===== config.mk =====
export PLATFORM = sky130hd
export DESIGN_NAME = mem_bus_arbiter
export DESIGN_NICKNAME = d
export VERILOG_FILES = /design/src/rtl/mem_bus_arbiter.sv
export SDC_FILE = /design/constraint.sdc
export NUM_CORES = 1
export LEC_CHECK = 0
export ABC_AREA = 1
export BUFFER_PORTS_ARGS = -buffer_cell sky130_fd_sc_hd__buf_4
export CAP_MARGIN = 20
export CORE_ASPECT_RATIO = 0.8
export CORE_MARGIN = 2
export CORE_UTILIZATION = 48
export CTS_BUF_LIST = sky130_fd_sc_hd__clkbuf_4 sky130_fd_sc_hd__clkbuf_8
export DETAILED_ROUTE_END_ITERATION = 7
export PLACE_DENSITY = 0.83
export SYNTH_ARGS = -nofsm -noshare
export SYNTH_HDL_FRONTEND = slang
export SYNTH_SLANG_ARGS = --single-unit

===== constraint.sdc =====
create_clock -name clk -period 1.9 [get_ports clk]
set_clock_uncertainty 0.05 [all_clocks]
set_input_delay 0.19 -clock clk [delete_from_list [all_inputs] [get_ports clk]]
set_output_delay 0.19 -clock clk [all_outputs]
set_load 0.1 [all_outputs]

===== src/rtl/mem_bus_arbiter.sv =====
// mem_bus_arbiter: shares one memory/MMIO slave port between the instruction
// bus (ibus) and data bus (dbus). Each grant latches a single transaction,
// holds it on the slave port until s_ready, then returns registered read data
// with a one-cycle ready pulse. dbus wins ties, but a starvation counter forces
// an ibus grant after STARVE_MAX consecutive dbus wins. A watchdog aborts a
// transaction whose slave never answers.
module mem_bus_arbiter #(
    parameter int ADDR_W     = 32,
    parameter int DATA_W     = 32,
    parameter int MASK_W     = 4,
    parameter int STARVE_MAX = 4,
    parameter int TIMEOUT    = 255
) (
    input  logic              clk,
    input  logic              rst,
    input  logic              i_req,
    input  logic              i_we,
    input  logic [ADDR_W-1:0] i_addr,
    input  logic [DATA_W-1:0] i_wdata,
    input  logic [MASK_W-1:0] i_mask,
    output logic [DATA_W-1:0] i_rdata,
    output logic              i_ready,
    output logic              i_err,
    input  logic              d_req,
    input  logic              d_we,
    input  logic [ADDR_W-1:0] d_addr,
    input  logic [DATA_W-1:0] d_wdata,
    input  logic [MASK_W-1:0] d_mask,
    output logic [DATA_W-1:0] d_rdata,
    output logic              d_ready,
    output logic              d_err,
    output logic              s_req,
    output logic              s_we,
    output logic [ADDR_W-1:0] s_addr,
    output logic [DATA_W-1:0] s_wdata,
    output logic [MASK_W-1:0] s_mask,
    input  logic [DATA_W-1:0] s_rdata,
    input  logic              s_ready,
    output logic              grant_d
);

    localparam logic [1:0] ST_IDLE   = 2'd0;
    localparam logic [1:0] ST_XFER_I = 2'd1;
    localparam logic [1:0] ST_XFER_D = 2'd2;
    localparam logic [1:0] ST_RESP   = 2'd3;

    localparam int SC_W = (STARVE_MAX < 1) ? 1 : $clog2(STARVE_MAX + 1);
    localparam logic [SC_W-1:0] STARVE_LIM  = SC_W'(STARVE_MAX);
    localparam logic [7:0]      TIMEOUT_LIM = 8'(TIMEOUT);

    logic [1:0]        state_q,     state_d;
    logic [SC_W-1:0]   starveCnt_q, starveCnt_d;
    logic [7:0]        toCnt_q,     toCnt_d;
    logic [7:0]        toCntInc;
    logic              sReq_q,      sReq_d;
    logic              sWe_q,       sWe_d;
    logic [ADDR_W-1:0] sAddr_q,     sAddr_d;
    logic [DATA_W-1:0] sWdata_q,    sWdata_d;
    logic [MASK_W-1:0] sMask_q,     sMask_d;
    logic [DATA_W-1:0] iRdata_q,    iRdata_d;
    logic [DATA_W-1:0] dRdata_q,    dRdata_d;
    logic              iReady_q,    iReady_d;
    logic              iErr_q,      iErr_d;
    logic              dReady_q,    dReady_d;
    logic              dErr_q,      dErr_d;
    logic              grantD_q,    grantD_d;

    assign toCntInc = toCnt_q + 8'd1;

    // Next-state logic: arbitration in IDLE, slave handshake and watchdog in XFER, one-cycle response in RESP
    always_comb begin
        state_d     = state_q;
        starveCnt_d = starveCnt_q;
        toCnt_d     = toCnt_q;
        sReq_d      = sReq_q;
        sWe_d       = sWe_q;
        sAddr_d     = sAddr_q;
        sWdata_d    = sWdata_q;
        sMask_d     = sMask_q;
        iRdata_d    = iRdata_q;
        dRdata_d    = dRdata_q;
        iReady_d    = 1'b0;
        iErr_d      = 1'b0;
        dReady_d    = 1'b0;
        dErr_d      = 1'b0;
        grantD_d    = grantD_q;

        case (state_q)
            ST_IDLE: begin
                grantD_d = 1'b0;
                toCnt_d  = '0;
                if (i_req && (!d_req || (starveCnt_q == STARVE_LIM))) begin
                    state_d     = ST_XFER_I;
                    sReq_d      = 1'b1;
                    sWe_d       = i_we;
                    sAddr_d     = i_addr;
                    sWdata_d    = i_wdata;
                    sMask_d     = i_mask;
                    starveCnt_d = '0;
                end else if (d_req) begin
                    state_d  = ST_XFER_D;
                    grantD_d = 1'b1;
                    sReq_d   = 1'b1;
                    sWe_d    = d_we;
                    sAddr_d  = d_addr;
                    sWdata_d = d_wdata;
                    sMask_d  = d_mask;
                    if (!i_req) begin
                        starveCnt_d = '0;
                    end else if (starveCnt_q != STARVE_LIM) begin
                        starveCnt_d = starveCnt_q + 1'b1;
                    end
                end
            end

            ST_XFER_I, ST_XFER_D: begin
                if (s_ready) begin
                    state_d = ST_RESP;
                    sReq_d  = 1'b0;
                    toCnt_d = '0;
                    if (state_q == ST_XFER_D) begin
                        dRdata_d = s_rdata;
                        dReady_d = 1'b1;
                    end else begin
                        iRdata_d = s_rdata;
                        iReady_d = 1'b1;
                    end
                end else if (toCntInc == TIMEOUT_LIM) begin
                    state_d = ST_RESP;
                    sReq_d  = 1'b0;
                    toCnt_d = '0;
                    if (state_q == ST_XFER_D) begin
                        dErr_d = 1'b1;
                    end else begin
                        iErr_d = 1'b1;
                    end
                end else begin
                    toCnt_d = toCntInc;
                end
            end

            default: begin
                state_d  = ST_IDLE;
                grantD_d = 1'b0;
            end
        endcase
    end

    // State and output registers; a reset abandons any transaction without a response pulse
    always_ff @(posedge clk) begin
        if (rst) begin
            state_q     <= ST_IDLE;
            starveCnt_q <= '0;
            toCnt_q     <= '0;
            sReq_q      <= 1'b0;
            sWe_q       <= 1'b0;
            sAddr_q     <= '0;
            sWdata_q    <= '0;
            sMask_q     <= '0;
            iRdata_q    <= '0;
            dRdata_q    <= '0;
            iReady_q    <= 1'b0;
            iErr_q      <= 1'b0;
            dReady_q    <= 1'b0;
            dErr_q      <= 1'b0;
            grantD_q    <= 1'b0;
        end else begin
            state_q     <= state_d;
            starveCnt_q <= starveCnt_d;
            toCnt_q     <= toCnt_d;
            sReq_q      <= sReq_d;
            sWe_q       <= sWe_d;
            sAddr_q     <= sAddr_d;
            sWdata_q    <= sWdata_d;
            sMask_q     <= sMask_d;
            iRdata_q    <= iRdata_d;
            dRdata_q    <= dRdata_d;
            iReady_q    <= iReady_d;
            iErr_q      <= iErr_d;
            dReady_q    <= dReady_d;
            dErr_q      <= dErr_d;
            grantD_q    <= grantD_d;
        end
    end

    assign s_req   = sReq_q;
    assign s_we    = sWe_q;
    assign s_addr  = sAddr_q;
    assign s_wdata = sWdata_q;
    assign s_mask  = sMask_q;
    assign i_rdata = iRdata_q;
    assign i_ready = iReady_q;
    assign i_err   = iErr_q;
    assign d_rdata = dRdata_q;
    assign d_ready = dReady_q;
    assign d_err   = dErr_q;
    assign grant_d = grantD_q;

endmodule

==> qor.yml <==
timing:
  rsz0062_at_grt: "false"
  slew_violations: 0
  fmax_mhz: 579
  slew-limit-headroom: 0.640
  setup_violations: 0
  fin_crit_sh: 0.909
  worst_slack_ps: 174
  setup_tns_ps: 0
  fin_crit_ps: 1730
  finalHoldViolCount: 0
  tightest_slew_ps: 539
die:
  ios: 314
  die_width_um: 134
  dieHeight_um: 108
  start_util: 0.497
  core_um2: 13000
  die-area_um2: 14400
  rows: 37
job:
  max_cap_viol_count: 0
finish:
  fillers: 1017
  fin_nets: 1391
  syn_to_final_growth_pct: 53.4
  finish.instance_area_um2: 9880
  drive_gt1_frac: 0.314
logic_synthesis:
  postSynthCellCount: 883
  yosys_warnings: 0
  synth_cell_types: 24
  synth_seq_cells: 152
  postSynthAreaPerCell_um2: 7.30
  synth_nets: 1065
  synth_seq_area_share: 0.472
  syn_area_um2: 6440
detailed_routing:
  post_drt_wl_per_cell_um: 14.9
  dr.pass1.iters: 6
  final_antenna_net_count: 0
  routed_wl_mm: 20.8
  vias: 7038
  via_per_inst: 5.03
  drc: 0
  drt-initial-drc-count: 398
cts:
  cts.htree.levels: 4
  clk_pin_slew_ps: 90
  cts_num_sinks: 152
  clock_path_buffers: 2
  cts_tree: "done"
  root_buffer: "clkbuf_8"
  cts_buffers: 17
  post-cts-setup-buffers: 0
  insertion_delay_ps: 430
critical_path:
  r2r_cells: 9
  crit_type: "reg -> reg"
  cpMostUsedCell: "inv_1"
  path_buf_inv: 5
  critPathLaunchType: "register"
  cp.depth: 9
  required_ps: 2190
  slowest_stage: "dfxtp_1"
  worst_path_dominant_cell_family: "buffers and inverters"
  path_cells: "inv_1 -> ha_2 -> inv_1 -> a21oi_4 -> buf_12 -> buf_4 -> nand3_1 -> o211ai_1 -> inv_1"
  end_kind: "register"
  critPathArrivalTime_ps: 2020
  worst_path_largest_cell_delay_ps: 320
  worstPathMaxFanout: 21
grt:
  busiest_layer: "met2"
  grt_pass1_wl_mm: 33.3
  grt_pass1_vias: 6890
  gr-usage-met3: 0.0678
  grt_max_degree: 74
  antenna_found_initial: 0
  grt-ovfl-total: 0
  gr-usage-met2: 0.500
  grtUsageTotal: 0.290
  grt_use_met1: 0.338
power:
  power.total_w: 0.0200
  p_leak_nw: 4.96
  p_per_area_nw_per_um2: 2020
  ir_drop_uv: 1170
placed_design:
  place_congestion: 0.887
  place_ws_ps: 103
  port-buffer-count: 313
  dpl_cell_area_um2: 9000
  hpwl_mm: 14.4
outcome:
  status: "completed"
min_path:
  hold_depth: 5
  worstHoldPathType: "in -> reg"
==> cells in the mapped netlist <==
library cell  instances  area share
a21oi_1              13       0.010
o211ai_1             69       0.080
nand2_2               4      0.0039
o21ai_0              67       0.052
clkbuf_8              1      0.0021
o41ai_1               1      0.0014
nor2_4                3      0.0052
nand2_4               3      0.0052
ha_1                  7       0.014
nand4_1               3      0.0029
clkbuf_1             36       0.021
buf_2                20       0.016
nor3_1                1     0.00078
inv_2                 2      0.0012
nand3_1              85       0.066
xor2_1                1      0.0014
nor2_2                3      0.0029
nand2_1             174        0.10
buf_1                 2      0.0012
dfxtp_1             152        0.47
nor2_1              144       0.084
inv_1                89       0.052
o21bai_1              2      0.0023
a21oi_2               1      0.0014
==> report_power, final <==
part / leakage [nW] / switching [W] / internal [W]
sequential: 1.25 / 0.000561 / 0.00417
combinational: 3.45 / 0.00937 / 0.00270
clock: 0.257 / 0.00125 / 0.00190
total: 4.96 / 0.0112 / 0.00878
==> worst reg2reg max path, delay by kind of cell, from the launching register on <==
family / cells / cell delay (ps)
and+or+nand+nor: 1 / 130
AOI/OAI and AO/OA: 2 / 250
DFF: 1 / 320
buffers and inverters: 5 / 650
adders and majority gates: 1 / 240
==> flip-flops by register name (all words and copies together), names as in the netlist <==
| register | count |
|---|---|
| s_we | 1 |
| s_req | 1 |
| grant_d | 1 |
| state_q | 2 |
| i_rdata | 32 |
| i_err | 1 |
| i_ready | 1 |
| starveCnt_q | 3 |
| s_addr | 32 |
| s_mask | 4 |
| d_ready | 1 |
| d_err | 1 |
| toCnt_q | 8 |
| d_rdata | 32 |
| s_wdata | 32 |
==> metal layers <==
metal / vias to the layer above / routed length [um]
met2: 283 / 10300
met4: 0 / 769
li1: 3499 / -
met5: - / 0
met1: 3199 / 8450
met3: 57 / 1210
==> final timing paths <==
check                                             start                        to  slack (ps)
worst max-delay path            state_q[0]$_SDFFE_PP0P_  s_wdata[25]$_SDFFE_PP0P_         170
worst min-delay path                        i_wdata[21]  s_wdata[21]$_SDFFE_PP0P_          20
worst max register to register  state_q[0]$_SDFFE_PP0P_  s_wdata[25]$_SDFFE_PP0P_         170
worst min register to register  toCnt_q[7]$_SDFFE_PP0P_   toCnt_q[7]$_SDFFE_PP0P_         430
==> cell type report <==
| type | count | area, um^2 | area share |
|---|---|---|---|
| Inverter | 91 | 343 | 0.0347 |
| Antenna cell | 1 | 2.50 | 0.000253 |
| Tap cell | 175 | 219 | 0.0222 |
| Clock inverter | 13 | 264 | 0.0267 |
| Clock buffer | 19 | 255 | 0.0258 |
| Sequential cell | 152 | 3050 | 0.308 |
| Multi-Input combinational cell | 581 | 2820 | 0.285 |
| Timing Repair Buffer | 366 | 2940 | 0.297 |
==> through the flow <==
| step | util | hold WS [ps] | instances |
|---|---|---|---|
| after detailed placement | 0.694 | 408 | 1330 |
| after CTS | 0.761 | 0.528 | 1397 |
| final | 0.762 | 19.3 | 1398 |
| after global routing | 0.762 | 7.57 | 1397 |
| after global placement | 0.694 | 397 | 1330 |
| after floorplan | - | 306 | 883 |
==> layout by cell type, fill, tap and decap left out, drive strengths merged, types with 2 or more instances in the layout <==
cell	netlist	layout
a21oi	14	14
buf	22	331
bufinv	0	7
clkbuf	37	19
clkinv	0	2
dfxtp	152	152
dlygate4sd3	0	35
ha	7	7
inv	91	94
nand2	181	181
nand3	85	85
nand4	3	3
nor2	150	150
o211ai	69	69
o21ai	67	67
o21bai	2	2
==> cell families (layout without fill, tap and decap cells) <==
family                   Yosys count  count (layout)  synth area share
flip-flops                       152             152             0.472
buffers and inverters            150             489            0.0928
adder cells (fa/ha/maj)            7               7            0.0136
XOR/XNOR                           1               1           0.00136
AO/OA/AOI/OAI                    153             153             0.148
AND/OR/NAND/NOR                  420             420             0.272
other                              0               1                 0
==> repair_timing <==
| item | in CTS | in global routing |
|---|---|---|
| resized for setup | 0 | 4 |
| hold buffers | 35 | 0 |
| hold endpoints to repair | 75 | 0 |
| setup endpoints to repair | 0 | 9 |
Note: power is estimated with default switching activity, not from simulation.
